<file path="src/rtl/controladora_multicanal_pkg.sv">
`default_nettype none
// ============================================================================
//  Module   : controladora_pkg
//  Purpose  : Shared state encodings and decode helpers for the multi-channel
//             lamp controller.
//  Contents : estado_lampada_t, estado_botao_t, lamp_acesa(), modo_manual()
//  Revision : 1.0 - initial release
// ============================================================================
package controladora_pkg;

    typedef enum logic [1:0] {
        DES_AUTO = 2'd0,
        LIG_AUTO = 2'd1,
        DES_MAN  = 2'd2,
        LIG_MAN  = 2'd3
    } estado_lampada_t;

    typedef enum logic [1:0] {
        B_IDLE     = 2'd0,
        B_HOLD     = 2'd1,
        B_WAIT_REL = 2'd2
    } estado_botao_t;

    // Lamp is driven in both "lit" states, whatever the mode.
    function automatic logic lamp_acesa(input estado_lampada_t estado);
        return (estado == LIG_AUTO) || (estado == LIG_MAN);
    endfunction

    function automatic logic modo_manual(input estado_lampada_t estado);
        return (estado == DES_MAN) || (estado == LIG_MAN);
    endfunction

endpackage
`default_nettype wire

</file>
<file path="src/rtl/controladora_multicanal_if.sv">
`default_nettype none
// ============================================================================
//  Module   : controladora_multicanal_if
//  Purpose  : Per-channel button/sensor inputs and lamp/LED/timeout outputs.
//  Ports    : push_button, infravermelho (to controller)
//             saida, led, desligou       (from controller)
//  Modports : master - environment side, slave - controller side
//  Revision : 1.0 - initial release
// ============================================================================
interface controladora_multicanal_if #(
    parameter int N_CH = 4
) ();

    logic [N_CH-1:0] push_button;
    logic [N_CH-1:0] infravermelho;
    logic [N_CH-1:0] saida;
    logic [N_CH-1:0] led;
    logic [N_CH-1:0] desligou;

    modport master (
        output push_button,
        output infravermelho,
        input  saida,
        input  led,
        input  desligou
    );

    modport slave (
        input  push_button,
        input  infravermelho,
        output saida,
        output led,
        output desligou
    );

endinterface
`default_nettype wire

</file>
<file path="src/rtl/controladora_multicanal_canal_lampada.sv">
`default_nettype none
// ============================================================================
//  Module   : canal_lampada
//  Purpose  : One lamp channel: input synchronizers, button debounce,
//             short/long press classifier and auto/manual lamp FSM.
//  Ports    : clk, rst_n (async, active-low)
//             push_button, infravermelho : raw asynchronous inputs
//             saida    : lamp drive       led : manual-mode indicator
//             desligou : one-cycle pulse on auto timeout
//  Revision : 1.0 - initial release
// ============================================================================
module canal_lampada
    import controladora_pkg::*;
#(
    parameter int DEBOUNCE_P        = 300,
    parameter int SWITCH_MODE_MIN_T = 5000,
    parameter int AUTO_SHUTDOWN_T   = 30000
) (
    input  wire  clk,
    input  wire  rst_n,
    input  wire  push_button,
    input  wire  infravermelho,
    output logic saida,
    output logic led,
    output logic desligou
);

    localparam int W_DB   = $clog2(DEBOUNCE_P + 1);
    localparam int W_HOLD = $clog2(SWITCH_MODE_MIN_T + 1);
    localparam int W_IDLE = $clog2(AUTO_SHUTDOWN_T + 1);

    localparam logic [W_DB-1:0]   c_DB_LAST   = W_DB'(DEBOUNCE_P - 1);
    localparam logic [W_DB-1:0]   c_DB_MAX    = W_DB'(DEBOUNCE_P);
    localparam logic [W_HOLD-1:0] c_HOLD_LAST = W_HOLD'(SWITCH_MODE_MIN_T - 1);
    localparam logic [W_HOLD-1:0] c_HOLD_MAX  = W_HOLD'(SWITCH_MODE_MIN_T);
    localparam logic [W_IDLE-1:0] c_IDLE_LAST = W_IDLE'(AUTO_SHUTDOWN_T - 1);
    localparam logic [W_IDLE-1:0] c_IDLE_MAX  = W_IDLE'(AUTO_SHUTDOWN_T);

    logic            r_pb_meta, r_pb_s, r_ir_meta, r_ir_s;
    logic            r_pb_db;
    logic [W_DB-1:0] r_db_cnt;

    estado_botao_t     r_estado_botao, w_estado_botao_nxt;
    logic [W_HOLD-1:0] r_hold_cnt, w_hold_cnt_nxt;
    logic              r_curto, r_longo, w_curto_nxt, w_longo_nxt;

    estado_lampada_t   r_estado_lampada, w_estado_lampada_nxt;
    logic [W_IDLE-1:0] r_idle_cnt, w_idle_cnt_nxt;
    logic              r_desligou, w_desligou_nxt;

    // Two-flop synchronizers; IR goes downstream undebounced.
    always_ff @(posedge clk or negedge rst_n) begin
        if (!rst_n) begin
            r_pb_meta <= 1'b0;
            r_pb_s    <= 1'b0;
            r_ir_meta <= 1'b0;
            r_ir_s    <= 1'b0;
        end else begin
            r_pb_meta <= push_button;
            r_pb_s    <= r_pb_meta;
            r_ir_meta <= infravermelho;
            r_ir_s    <= r_ir_meta;
        end
    end

    // Debounce: accept the new level on the DEBOUNCE_P-th consecutive cycle
    // of disagreement; any agreeing cycle restarts the count.
    always_ff @(posedge clk or negedge rst_n) begin
        if (!rst_n) begin
            r_pb_db  <= 1'b0;
            r_db_cnt <= '0;
        end else if (r_pb_s != r_pb_db) begin
            if (r_db_cnt == c_DB_LAST) begin
                r_pb_db  <= r_pb_s;
                r_db_cnt <= '0;
            end else if (r_db_cnt != c_DB_MAX) begin
                r_db_cnt <= r_db_cnt + 1'b1;
            end
        end else begin
            r_db_cnt <= '0;
        end
    end

    // Press classifier: state register.
    always_ff @(posedge clk or negedge rst_n) begin
        if (!rst_n) begin
            r_estado_botao <= B_IDLE;
            r_hold_cnt     <= '0;
            r_curto        <= 1'b0;
            r_longo        <= 1'b0;
        end else begin
            r_estado_botao <= w_estado_botao_nxt;
            r_hold_cnt     <= w_hold_cnt_nxt;
            r_curto        <= w_curto_nxt;
            r_longo        <= w_longo_nxt;
        end
    end

    // Press classifier: release wins over the long threshold in the same cycle.
    always_comb begin
        w_estado_botao_nxt = r_estado_botao;
        w_hold_cnt_nxt     = r_hold_cnt;
        w_curto_nxt        = 1'b0;
        w_longo_nxt        = 1'b0;
        case (r_estado_botao)
            B_IDLE: begin
                if (r_pb_db) begin
                    w_estado_botao_nxt = B_HOLD;
                    w_hold_cnt_nxt     = '0;
                end
            end
            B_HOLD: begin
                if (!r_pb_db) begin
                    w_curto_nxt        = 1'b1;
                    w_estado_botao_nxt = B_IDLE;
                end else if (r_hold_cnt == c_HOLD_LAST) begin
                    w_longo_nxt        = 1'b1;
                    w_estado_botao_nxt = B_WAIT_REL;
                end else if (r_hold_cnt != c_HOLD_MAX) begin
                    w_hold_cnt_nxt = r_hold_cnt + 1'b1;
                end
            end
            B_WAIT_REL: begin
                if (!r_pb_db) begin
                    w_estado_botao_nxt = B_IDLE;
                end
            end
            default: begin
                w_estado_botao_nxt = B_IDLE;
            end
        endcase
    end

    // Lamp FSM: state register.
    always_ff @(posedge clk or negedge rst_n) begin
        if (!rst_n) begin
            r_estado_lampada <= DES_AUTO;
            r_idle_cnt       <= '0;
            r_desligou       <= 1'b0;
        end else begin
            r_estado_lampada <= w_estado_lampada_nxt;
            r_idle_cnt       <= w_idle_cnt_nxt;
            r_desligou       <= w_desligou_nxt;
        end
    end

    // Lamp FSM: longo beats curto beats IR/timeout. A short press in an auto
    // state is simply ignored, so the IR rules still apply that cycle.
    always_comb begin
        w_estado_lampada_nxt = r_estado_lampada;
        w_idle_cnt_nxt       = r_idle_cnt;
        w_desligou_nxt       = 1'b0;
        case (r_estado_lampada)
            DES_AUTO: begin
                if (r_longo) begin
                    w_estado_lampada_nxt = DES_MAN;
                    w_idle_cnt_nxt       = '0;
                end else if (r_ir_s) begin
                    w_estado_lampada_nxt = LIG_AUTO;
                    w_idle_cnt_nxt       = '0;
                end
            end
            LIG_AUTO: begin
                if (r_longo) begin
                    w_estado_lampada_nxt = DES_MAN;
                    w_idle_cnt_nxt       = '0;
                end else if (r_ir_s) begin
                    w_idle_cnt_nxt = '0;
                end else if (r_idle_cnt == c_IDLE_LAST) begin
                    w_estado_lampada_nxt = DES_AUTO;
                    w_idle_cnt_nxt       = '0;
                    w_desligou_nxt       = 1'b1;
                end else if (r_idle_cnt != c_IDLE_MAX) begin
                    w_idle_cnt_nxt = r_idle_cnt + 1'b1;
                end
            end
            DES_MAN: begin
                w_idle_cnt_nxt = '0;
                if (r_longo) begin
                    w_estado_lampada_nxt = DES_AUTO;
                end else if (r_curto) begin
                    w_estado_lampada_nxt = LIG_MAN;
                end
            end
            LIG_MAN: begin
                w_idle_cnt_nxt = '0;
                if (r_longo) begin
                    w_estado_lampada_nxt = DES_AUTO;
                end else if (r_curto) begin
                    w_estado_lampada_nxt = DES_MAN;
                end
            end
            default: begin
                w_estado_lampada_nxt = DES_AUTO;
                w_idle_cnt_nxt       = '0;
            end
        endcase
    end

    assign saida    = lamp_acesa(r_estado_lampada);
    assign led      = modo_manual(r_estado_lampada);
    assign desligou = r_desligou;

endmodule
`default_nettype wire

</file>
<file path="src/rtl/controladora_multicanal.sv">
`default_nettype none
// ============================================================================
//  Module   : controladora_multicanal
//  Purpose  : N_CH independent lamp channels, each with its own button,
//             IR sensor, lamp output, mode LED and timeout pulse.
//  Ports    : clk, rst_n (async, active-low)
//             bus (slave) : push_button, infravermelho in;
//                           saida, led, desligou out (N_CH bits each)
//  Revision : 1.0 - initial release
// ============================================================================
module controladora_multicanal
    import controladora_pkg::*;
#(
    parameter int N_CH              = 4,
    parameter int DEBOUNCE_P        = 300,
    parameter int SWITCH_MODE_MIN_T = 5000,
    parameter int AUTO_SHUTDOWN_T   = 30000
) (
    input  wire                      clk,
    input  wire                      rst_n,
    controladora_multicanal_if.slave bus
);

    logic [N_CH-1:0] w_saida;
    logic [N_CH-1:0] w_led;
    logic [N_CH-1:0] w_desligou;

    for (genvar i = 0; i < N_CH; i++) begin : g_canal
        canal_lampada #(
            .DEBOUNCE_P        (DEBOUNCE_P),
            .SWITCH_MODE_MIN_T (SWITCH_MODE_MIN_T),
            .AUTO_SHUTDOWN_T   (AUTO_SHUTDOWN_T)
        ) u_canal (
            .clk           (clk),
            .rst_n         (rst_n),
            .push_button   (bus.push_button[i]),
            .infravermelho (bus.infravermelho[i]),
            .saida         (w_saida[i]),
            .led           (w_led[i]),
            .desligou      (w_desligou[i])
        );
    end

    assign bus.saida    = w_saida;
    assign bus.led      = w_led;
    assign bus.desligou = w_desligou;

endmodule
`default_nettype wire

</file>
<file path="src/flat_wrapper.sv">
// flat-port wrapper written by rule: the top's interface ports become plain ports
module controladora_multicanal_flat import controladora_pkg::*;
#(
    parameter int N_CH              = 4,
    parameter int DEBOUNCE_P        = 300,
    parameter int SWITCH_MODE_MIN_T = 5000,
    parameter int AUTO_SHUTDOWN_T   = 30000
)
  (clk, rst_n, bus_push_button, bus_infravermelho, bus_saida, bus_led, bus_desligou);
  controladora_multicanal_if #(.N_CH(N_CH)) bus_i ();
  input  wire clk;
  input  wire rst_n;
  input wire logic [$bits(bus_i.push_button)-1:0] bus_push_button;
  input wire logic [$bits(bus_i.infravermelho)-1:0] bus_infravermelho;
  output wire logic [$bits(bus_i.saida)-1:0] bus_saida;
  output wire logic [$bits(bus_i.led)-1:0] bus_led;
  output wire logic [$bits(bus_i.desligou)-1:0] bus_desligou;
  assign bus_i.push_button = bus_push_button;
  assign bus_i.infravermelho = bus_infravermelho;
  assign bus_saida = bus_i.saida;
  assign bus_led = bus_i.led;
  assign bus_desligou = bus_i.desligou;
  controladora_multicanal #(.N_CH(N_CH), .DEBOUNCE_P(DEBOUNCE_P), .SWITCH_MODE_MIN_T(SWITCH_MODE_MIN_T), .AUTO_SHUTDOWN_T(AUTO_SHUTDOWN_T)) u_core (.clk(clk), .rst_n(rst_n), .bus(bus_i));
endmodule
</file>
<file path="config.mk">
export PLATFORM = sky130hd
export DESIGN_NAME = controladora_multicanal_flat
export DESIGN_NICKNAME = d
export VERILOG_FILES = /design/src/rtl/controladora_multicanal_pkg.sv /design/src/rtl/controladora_multicanal_if.sv /design/src/rtl/controladora_multicanal_canal_lampada.sv /design/src/rtl/controladora_multicanal.sv /design/src/flat_wrapper.sv
export SDC_FILE = /design/constraint.sdc
export NUM_CORES = 1
export LEC_CHECK = 0
export CORE_ASPECT_RATIO = 2
export CORE_MARGIN = 5
export CORE_UTILIZATION = 50
export DETAILED_ROUTE_END_ITERATION = 10
export HOLD_SLACK_MARGIN = 0.15
export PLACE_DENSITY = 0.66
export SYNTH_ARGS = -nofsm -noshare
export SYNTH_HDL_FRONTEND = slang
export SYNTH_HIERARCHICAL = 1
export SYNTH_SLANG_ARGS = --single-unit
</file>
<file path="constraint.sdc">
create_clock -name clk -period 2.3 [get_ports clk]
set_clock_uncertainty 0.15 [all_clocks]
set_input_delay 0.23 -clock clk [delete_from_list [all_inputs] [get_ports clk]]
set_output_delay 0.23 -clock clk [all_outputs]
set_load 0.1 [all_outputs]
</file>
==> results of run 1 <==
-- synth_stat cells (10+ instances only) --
| master | count | area (um^2) |
|---|---|---|
| nand2_1 | 106 | 397.9 |
| o31ai_1 | 11 | 82.58 |
| and3_1 | 20 | 125.1 |
| nand2b_1 | 13 | 81.33 |
| xnor2_1 | 34 | 297.8 |
| nor4bb_1 | 10 | 100.1 |
| o21ai_0 | 50 | 250.2 |
| xor2_1 | 28 | 245.2 |
| nand3_1 | 68 | 340.3 |
| nand4_1 | 40 | 250.2 |
| inv_1 | 52 | 195.2 |
| nor4_1 | 17 | 106.4 |
| nor2_1 | 107 | 401.6 |
| or4_1 | 14 | 105.1 |
| mux2i_1 | 12 | 120.1 |
| nand4b_1 | 10 | 87.58 |
| dfrtp_1 | 196 | 4905 |
| clkbuf_1 | 21 | 78.83 |
| a21oi_1 | 20 | 100.1 |
| o311ai_1 | 12 | 105.1 |
| and2_1 | 17 | 106.4 |
| buf_6 | 12 | 135.1 |
| nor3_1 | 39 | 195.2 |
| ha_1 | 24 | 300.3 |
-- area by class of cell --
type                    instances  area (um^2)  share of cell area
well taps                     269        336.6             0.02848
clock buffers                  25        515.5             0.04363
multi-input cells             802         5145              0.4354
flip-flops and latches        196         4905              0.4151
inverters                      52        195.2             0.01652
clock inverters                 6        92.59            0.007836
repair buffers                 72        626.9             0.05305
-- worst paths after layout --
check,endpoint,cells after the start,slack (ns)
setup / recovery,u_core/g_canal[2].u_canal/r_idle_cnt[3],6,0.11
hold / removal,u_core/g_canal[3].u_canal/r_pb_s,2,0.17
setup reg to reg,u_core/g_canal[2].u_canal/r_idle_cnt[3],6,0.11
hold reg to reg,u_core/g_canal[1].u_canal/r_pb_s,0,0.20
max in group asynchronous,u_core/g_canal[2].u_canal/r_idle_cnt[11],3,1.14
min in group clk,u_core/g_canal[1].u_canal/r_pb_s,0,0.20
-- per-stage QoR --
| step | area (um^2) | worst slack (ns) | std cells |
|---|---|---|---|
| after floorplan | 10520 | 0.2050 | 1091 |
| after global placement | 11110 | 0.06913 | 1382 |
| after detailed placement | 11110 | 0.05738 | 1382 |
| after CTS | 11810 | 0.04546 | 1422 |
| after global routing | 11820 | 0.006026 | 1422 |
| final | 11820 | 0.1071 | 1422 |
-- cell families after synthesis --
family / share of synthesized area
muxes: 0.01677
and+or+nand+nor: 0.2797
adders and majority gates: 0.02855
buffers and inverters: 0.04509
AOI/OAI and AO/OA: 0.1119
DFF: 0.4663
xor gates and xnor gates: 0.05163
-- layer usage --
metal | track usage | routed length (um) | part of all wire | up-vias
li1 | - | - | - | 4055
met1 | 0.2088 | 8819 | 0.40 | 4110
met2 | 0.3595 | 12450 | 0.56 | 112
met3 | 0.03603 | 496 | 0.022 | 39
met4 | 0.07942 | 558 | 0.025 | 0
met5 | 0 | 0 | 0 | -
-- flip-flops by register name, summed over array words and instances (netlist names) --
name                                     flops
u_core/g_canal.u_canal/r_estado_botao        8
u_core/g_canal.u_canal/r_longo               4
u_core/g_canal.u_canal/desligou              4
u_core/g_canal.u_canal/r_pb_db               4
u_core/g_canal.u_canal/r_pb_s                4
u_core/g_canal.u_canal/r_pb_meta             4
u_core/g_canal.u_canal/r_db_cnt             36
u_core/g_canal.u_canal/r_estado_lampada      8
u_core/g_canal.u_canal/r_idle_cnt           60
u_core/g_canal.u_canal/r_ir_meta             4
u_core/g_canal.u_canal/r_curto               4
u_core/g_canal.u_canal/r_hold_cnt           52
u_core/g_canal.u_canal/r_ir_s                4
-- critical path, cell delays in order (launching register included) --
cell and delay (ns):
dfrtp_1 0.43, or4b_4 0.59, or3_4 0.44, o22ai_4 0.16, buf_12 0.16, o21ai_0 0.09
o31ai_1 0.08
-- what timing repair did --
action / 4_1_cts / 5_1_grt
hold buffers: 9 / 0
endpoints found under the setup margin: 0 / 4
resized for setup: 0 / 1
hold endpoints to repair: 204 / 0
-- power breakdown --
part	internal, mW	leakage [nW]	total (mW)	switching (mW)
Sequential	3.49	2.66	3.55	0.0518
Combinational	0.111	2.12	0.291	0.180
Clock	1.78	0.292	3.04	1.27
Total	5.38	5.07	6.88	1.50
==> flow_metrics.tcl, run 1 <==
set metrics [dict create \
    status "finished clean" \
    grt_pass1_vias 8547 \
    overflow 0 \
    hold_viol 0 \
    fin_util 0.5672 \
    core_area_um2 20830 \
    cts.sinks 196 \
    cts_tree "built" \
    place_congestion 0.8855 \
    synth.yosys.seq_area_share 0.4663 \
    synth_area_um2 10520 \
    io_buffers 21 \
    r2r-start "u_core/g_canal[2].u_canal/r_idle_cnt[9]" \
    num_vias 8316 \
    fillers 1909 \
    grt_usage 0.1926 \
    ys.warnings.count 6 \
    synth_ff_type "dfrtp_1" \
    dr.pass1.iters 5 \
    cts_setup_buffers 0 \
    syn-mean-instance-area_um2 9.640 \
    clock.fmax_mhz 456.0 \
    hp-class "in2async" \
    place_hpwl_um 15930 \
    relSlewSlack 0.5353 \
    required_ns 2.49 \
    drv_cap 0 \
    insertion_delay_ns 0.44 \
    clk_pin_slew_ns 0.07 \
    peakVddDrop_v 0.0004718 \
    drv_slew 0 \
    root_buffer "clkbuf_16" \
    drive_gt1_frac 0.1058 \
    htree_levels 4 \
    syn_nets 1125 \
    start_util 0.5049 \
    drt-vias-per-instance 5.848 \
    period_needed_ns 2.193 \
    grt_max_degree 57 \
    worst_pin_slew_ns 0.6945 \
    grt_pass1_wl_um 39270 \
    crit_type "reg2reg" \
    path_max_fanout 14 \
    die_h_um 215.1 \
    synth-seq-cells 196 \
    diodes 0 \
    drcViolationCount 0 \
    whs_ns 0.1664 \
    cp-start-kind "flop" \
    grt_setup_unrepaired "false" \
    crit_arrival_ns 2.39 \
    ios 22 \
    power_density_nw_per_um2 582.3 \
    antenna_found_initial 0 \
    ant_nets 0 \
    synth_cell_types 78 \
    worstSetupStartpoint "u_core/g_canal[2].u_canal/r_idle_cnt[9]" \
    async_flop_share 1.000 \
    period_share 0.9534 \
    dieArea_um2 24210 \
    tns_ns 0 \
    die_w_um 112.6 \
    totalWireLength_um 22320 \
    detail_route.iter0.violations 449 \
    synth_edf_count 0 \
    final_common_cell "dfrtp_1" \
    synthCells 1091 \
    wl_per_cell_um 15.70 \
    cts_buffers 17 \
    leakage_nw 5.070 \
    fin_nets 1175 \
    setup_viol 0 \
    end_kind "flop" \
    cts_buffer_depth 2 \
    p_total_mw 6.880 \
    layout_common_cells "196 x dfrtp_1, 107 x nor2_1, 106 x nand2_1" \
    rows 75 \
    syn_to_final_growth_pct 12.35 \
]
No activity file was read; power rests on OpenSTA's default activity.
==> run 2: changes to the inputs <==
Settings changed: CTS_CLUSTER_DIAMETER set to 60, SLEW_MARGIN set to 40.
==> results of run 2 <==
The final DEF is identical to that of run 1; final timing and power are the same.
==> run 3: changes to the inputs <==
Settings changed: GPL_ROUTABILITY_DRIVEN set to 0.
==> results of run 3 <==
The final DEF is identical to that of run 1; final timing and power are the same.
==> RTL edit 1, RTL diff (config.mk and constraints of run 2) <==
`DEBOUNCE_P` is set to 300 in 3 places; all go to 600.
--- a/src/rtl/controladora_multicanal_canal_lampada.sv
+++ b/src/rtl/controladora_multicanal_canal_lampada.sv
@@ -12,7 +12,7 @@
 module canal_lampada
     import controladora_pkg::*;
 #(
-    parameter int DEBOUNCE_P        = 300,
+    parameter int DEBOUNCE_P        = 600,
     parameter int SWITCH_MODE_MIN_T = 5000,
     parameter int AUTO_SHUTDOWN_T   = 30000
 ) (
--- a/src/rtl/controladora_multicanal.sv
+++ b/src/rtl/controladora_multicanal.sv
@@ -12,7 +12,7 @@
     import controladora_pkg::*;
 #(
     parameter int N_CH              = 4,
-    parameter int DEBOUNCE_P        = 300,
+    parameter int DEBOUNCE_P        = 600,
     parameter int SWITCH_MODE_MIN_T = 5000,
     parameter int AUTO_SHUTDOWN_T   = 30000
 ) (
--- a/src/flat_wrapper.sv
+++ b/src/flat_wrapper.sv
@@ -2,7 +2,7 @@
 module controladora_multicanal_flat import controladora_pkg::*;
 #(
     parameter int N_CH              = 4,
-    parameter int DEBOUNCE_P        = 300,
+    parameter int DEBOUNCE_P        = 600,
     parameter int SWITCH_MODE_MIN_T = 5000,
     parameter int AUTO_SHUTDOWN_T   = 30000
 )
Check against the original RTL: same outputs for any inputs over 4 cycles, from zero or initial values and one cycle with rst_n low; that may be too few to reach the edited logic, so the function may still have changed.
==> RTL edit 1 against run 2 <==
  * Sequential cell count grew 4
  * Critical endpoint is now u_core/g_canal[0].u_canal/r_idle_cnt[14]
  * Power grew 1.8%
  * Final area grew 1.9%
  * Cell count grew 1.3%
  * Via count grew 1.4%
  * Synthesized cell count grew 2.3%
  * Setup slack lost 26 ps
  * Non-clock buffer count is the same
  * Area after synthesis grew 1.5%
  * Routed wire length grew 0.99%
  * Sequential power grew 2%
==> RTL edit 1: results (changes against run 2) <==
Outcome
  – Status: completed

Critical path
  – Setup Crit Path Kind: reg2reg
  – CP top delay family: simple AND/OR/NAND/NOR gates
  – Startpoint Class: flip-flop
  – Reg2reg end: u_core/g_canal[0].u_canal/r_idle_cnt[14]
  – Worst Path Arrival: 2440 ps (+50 ps)
  – Worst Path Max Fanout: 13 (-1)
  – FF-to-FF Start: u_core/g_canal[0].u_canal/r_idle_cnt[11]
  – Critical Path Slowest Stage Cell: sky130_fd_sc_hd__or4_4

Layout
  – Leading registers by flop count: u_core/g_canal.u_canal/r_idle_cnt x60, u_core/g_canal.u_canal/r_hold_cnt x52, u_core/g_canal.u_canal/r_db_cnt x40
  – Fraction of final layout cells with drive strength greater than 1: 10.6% (about the same)

Place
  – I/O Buffers: 21 (unchanged)
  – Placed instance count: 1397 (+1.1%)
  – Final estimated routing congestion in global placement: 0.855 (-3.5%)
  – Dpl cell area: 0.0113 mm² (+1.8%)
  – Worst setup timing slack at the placement stage: 66.0 ps (+8.66 ps)
  – Half-perimeter wire length of the detailed placement result: 16200 µm (+1.7%)

STA
  – Worst hold slack across all endpoints: 201 ps (+35.0 ps)
  – Final setup margin: 81.3 ps (-25.9 ps)
  – Slew Limit Headroom: 59.5% (+6.0 points)

Clocking
  – Clock buffers created by TritonCTS: 17 (unchanged)

Global route
  – First-pass GRT wire length: 39900 µm (+1.6%)
  – Total track usage: 19.6% (+0.31 points)
  – Maximum number of pins on one net before global-route repair: 52 (-8.8%)
  – Number of global-route vias before repair: 8654 (+1.3%)

Routing
  – DRT Wirelength: 22500 µm (+0.99%)
  – Number of vias per cell: 5.86 (+0.17%)
  – Total via count after detailed routing: 8436 (+1.4%)
  – Number of design-rule violations left by the first detailed-router iteration: 453 (+0.89%)

Pwr
  – Maximum vdd drop: 0.000490 V (+3.9%)
  – Static leakage: 5.08 nW (+0.14%)
  – Net load switching power: 1.58 mW (+5.4%)

Yosys
  – Total nets after synthesis: 1150 (+2.2%)
  – Sequential element share of the synthesized area: 46.9% (+0.24 points)
  – Synth unique cells: 68 (-13%)
  – Commonest cells in the netlist: 200 x sky130_fd_sc_hd__dfrtp_1, 103 x sky130_fd_sc_hd__nor2_1, 95 x sky130_fd_sc_hd__nand3_1, 90 x sky130_fd_sc_hd__nand2_1, 53 x sky130_fd_sc_hd__nand4_1
  – Biggest area contributors in the synthesized netlist: sky130_fd_sc_hd__dfrtp_1 47%, sky130_fd_sc_hd__nand3_1 4.5%, sky130_fd_sc_hd__nor2_1 3.6%
  – Number of instances in the synthesized netlist: 1116 (+2.3%)

Hold path
  – Worst min path class: reg2reg
  – Min-Delay Startpoint: u_core/g_canal[2].u_canal/r_pb_meta
  – Hold depth: 0
-- RTL edit 1: cell count changes after synthesis, sizes merged, moves of 7 or more --
cell    delta
clkbuf    +13
nand2     -16
nand3     +27
nand4     +13
nor3      -10
nor4bb     -7
o211ai    +28
o21ai     -17
o311ai    -12
or3       +15
or4        -9
xnor2     +10
xor2       -7
-- RTL edit 1: power by group through the flow --
stage	Clock [mW]	Sequential (mW)	Combinational [mW]
final	3.09	3.61	0.305
after global routing	3.34	3.62	0.355
after CTS	3.19	3.61	0.314
after detailed placement	0	3.68	0.296
after global placement	0	3.68	0.291
after floorplan	0	3.67	0.150
-- RTL edit 1: kinds of logic (layout without fill, tap and decap cells) --
family	Yosys count	after routing	synth area share [%]
muxes	18	18	1.73
xor gates and xnor gates	65	65	5.33
DFF	200	200	46.9
adders and majority gates	24	24	2.81
AOI/OAI and AO/OA	157	157	10.3
buffers and inverters	100	155	3.90
and+or+nand+nor	552	552	29.1
-- RTL edit 1: repair_timing --
item                       4_1_cts  5_1_grt
resized for setup                0        2
hold buffers                    11        0
setup endpoints to repair        0        5
hold endpoints to repair       208        0
-- RTL edit 1: layout make-up --
type	instances	area (µm²)
multi-input cells	816	5270
fillers	1928	8970
flip-flops and latches	200	5000
well taps	269	337
clock buffers	18	439
clock inverters	14	171
repair buffers	72	632
inverters	51	191
-- RTL edit 1: metal layers --
layer	share of wire, %	GRT usage (%)	vias to the layer above
met2	55	35.5	133
met4	3.2	10.1	0
met5	0	0	-
met1	39	21.4	4124
li1	-	-	4129
met3	2.3	3.49	50
==> RTL edit 2, RTL diff (settings of run 2) <==
Without the edit above. One comparison of `r_db_cnt` changes from == to >=.
--- a/src/rtl/controladora_multicanal_canal_lampada.sv
+++ b/src/rtl/controladora_multicanal_canal_lampada.sv
@@ -70,7 +70,7 @@
             r_pb_db  <= 1'b0;
             r_db_cnt <= '0;
         end else if (r_pb_s != r_pb_db) begin
-            if (r_db_cnt == c_DB_LAST) begin
+            if (r_db_cnt >= c_DB_LAST) begin
                 r_pb_db  <= r_pb_s;
                 r_db_cnt <= '0;
             end else if (r_db_cnt != c_DB_MAX) begin
Function: same outputs for any inputs over 4 cycles, from zero or initial values and one cycle with rst_n low; that may be too few to reach the edited logic, so the function may still have changed.
==> RTL edit 2 against run 2 <==
  * Setup slack got worse by 26 ps
  * Sequential cell count did not move
  * Final area rose by 3.5%
  * Power rose by 2.5%
  * Routed wire length rose by 3.2%
  * Cell count rose by 5.8%
  * Clock power rose by 5%
  * Critical path type unchanged
  * Area after synthesis rose by 0.57%
  * Global-route usage rose by 0.85 points
==> RTL edit 2: results (changes against run 2) <==
Pwr
  – Power density cells: 576 mW/mm² (-1.0%)
  – Sequential logic power: 3.54 mW (about the same)
  – Reported clock group power: 3.19 mW (+5%)
  – Static leakage: 5.42 nW (+7.0%)
  – Internal cell power: 5.48 mW (+1.9%)
  – Maximum vdd drop: 0.000479 V (+1.6%)

Yosys
  – Total nets after synthesis: 1181 (+5.0%)
  – Sequential element share of the synthesized area: 46.4% (-0.26 points)
  – Biggest area contributors in the synthesized netlist: sky130_fd_sc_hd__dfrtp_1 46%, sky130_fd_sc_hd__nand2_1 4.8%, sky130_fd_sc_hd__nand3_1 4.2%
  – Synth unique cells: 74 (-5.1%)
  – Commonest cells in the netlist: 196 x sky130_fd_sc_hd__dfrtp_1, 136 x sky130_fd_sc_hd__nand2_1, 113 x sky130_fd_sc_hd__nor2_1, 89 x sky130_fd_sc_hd__nand3_1
  – Number of instances in the synthesized netlist: 1147 (+5.1%)

Critical path
  – Worst Path Max Fanout: 9 (-5)
  – FF-to-FF Start: u_core/g_canal[3].u_canal/r_idle_cnt[11]
  – Critical Path Slowest Stage Cell: sky130_fd_sc_hd__or4_4
  – Reg2reg end: u_core/g_canal[3].u_canal/r_idle_cnt[8]
  – Largest incremental delay on the critical path: 560 ps (-30 ps)
  – Worst Path Arrival: 2410 ps (+20 ps)
  – Setup slack of the worst register-to-register path: 80 ps (-30 ps)
  – Critical Path Start: u_core/g_canal[3].u_canal/r_idle_cnt[11]

Routing
  – Number of vias per cell: 5.79 (-1.0%)
  – Metal1 wirelength: 8860 µm (+0.42%)
  – Total length of routed met3 wires: 486 µm (-2.0%)
  – Iteration count of the initial detailed-routing pass: 4 (-1)
  – DRT Wirelength: 23000 µm (+3.2%)
  – Number of design-rule violations left by the first detailed-router iteration: 421 (-6.2%)
  – Wire length on met2: 13000 µm (+4.5%)

Layout
  – Fraction of final layout cells with drive strength greater than 1: 13.8% (+3.3 points)
  – Final nets: 1256 (+6.9%)
  – Final Non-Filler Cells: 1504 (+5.8%)
  – Antenna diodes: 0 (unchanged)

STA
  – Number of hold-slack violations in the final timing report: 0 (unchanged)
  – Slew at the pin closest to its max-slew limit: 659 ps (-36.0 ps)
  – Worst hold slack across all endpoints: 186 ps (+20.0 ps)
  – Max Freq: 0.451 GHz (-1.2%)

Global route
  – Maximum number of pins on one net before global-route repair: 70 (+23%)
  – First-pass GRT wire length: 40700 µm (+3.6%)
  – Number of global-route vias before repair: 8902 (+4.2%)
  – Total track usage: 20.1% (+0.85 points)

Place
  – Placed instance count: 1463 (+5.9%)
  – Worst setup timing slack at the placement stage: 12.5 ps (-44.8 ps)
  – Half-perimeter wire length of the detailed placement result: 16800 µm (+5.2%)
  – Final estimated routing congestion in global placement: 0.888 (+0.27%)
  – Dpl cell area: 0.0115 mm² (+3.3%)

Outcome
  – Status: completed

Clocking
  – Source-to-sink clock delay at the later pin of the worst-skew pair: 450 ps

Hold path
  – Worst min path class: in2async
==> RTL edit 2: layer usage <==
metal / track usage [%] / up-vias
met5: 0 / -
li1: - / 4284
met3: 3.56 / 51
met4: 9.47 / 0
met2: 37.7 / 113
met1: 21.3 / 4260
==> RTL edit 2: layout make-up <==
class	count	area [µm²]
Inverter	45	169
Clock inverter	10	144
Tap cell	269	337
Sequential cell	196	4900
Multi-Input combinational cell	862	5350
Clock buffer	22	494
Timing Repair Buffer	100	841
Fill cell	1816	8690
==> RTL edit 2: cell families (layout without fill, tap and decap cells) <==
| logic type | count (synthesis) | count (layout) | share of synthesized area, % |
|---|---|---|---|
| adder cells (fa/ha/maj) | 24 | 24 | 2.84 |
| multiplexers | 27 | 27 | 2.76 |
| AND/OR/NAND/NOR | 575 | 575 | 28.4 |
| XOR/XNOR | 42 | 42 | 3.48 |
| flip-flops | 196 | 196 | 46.4 |
| AO/OA/AOI/OAI | 194 | 194 | 12.8 |
| buffers and inverters | 89 | 177 | 3.32 |
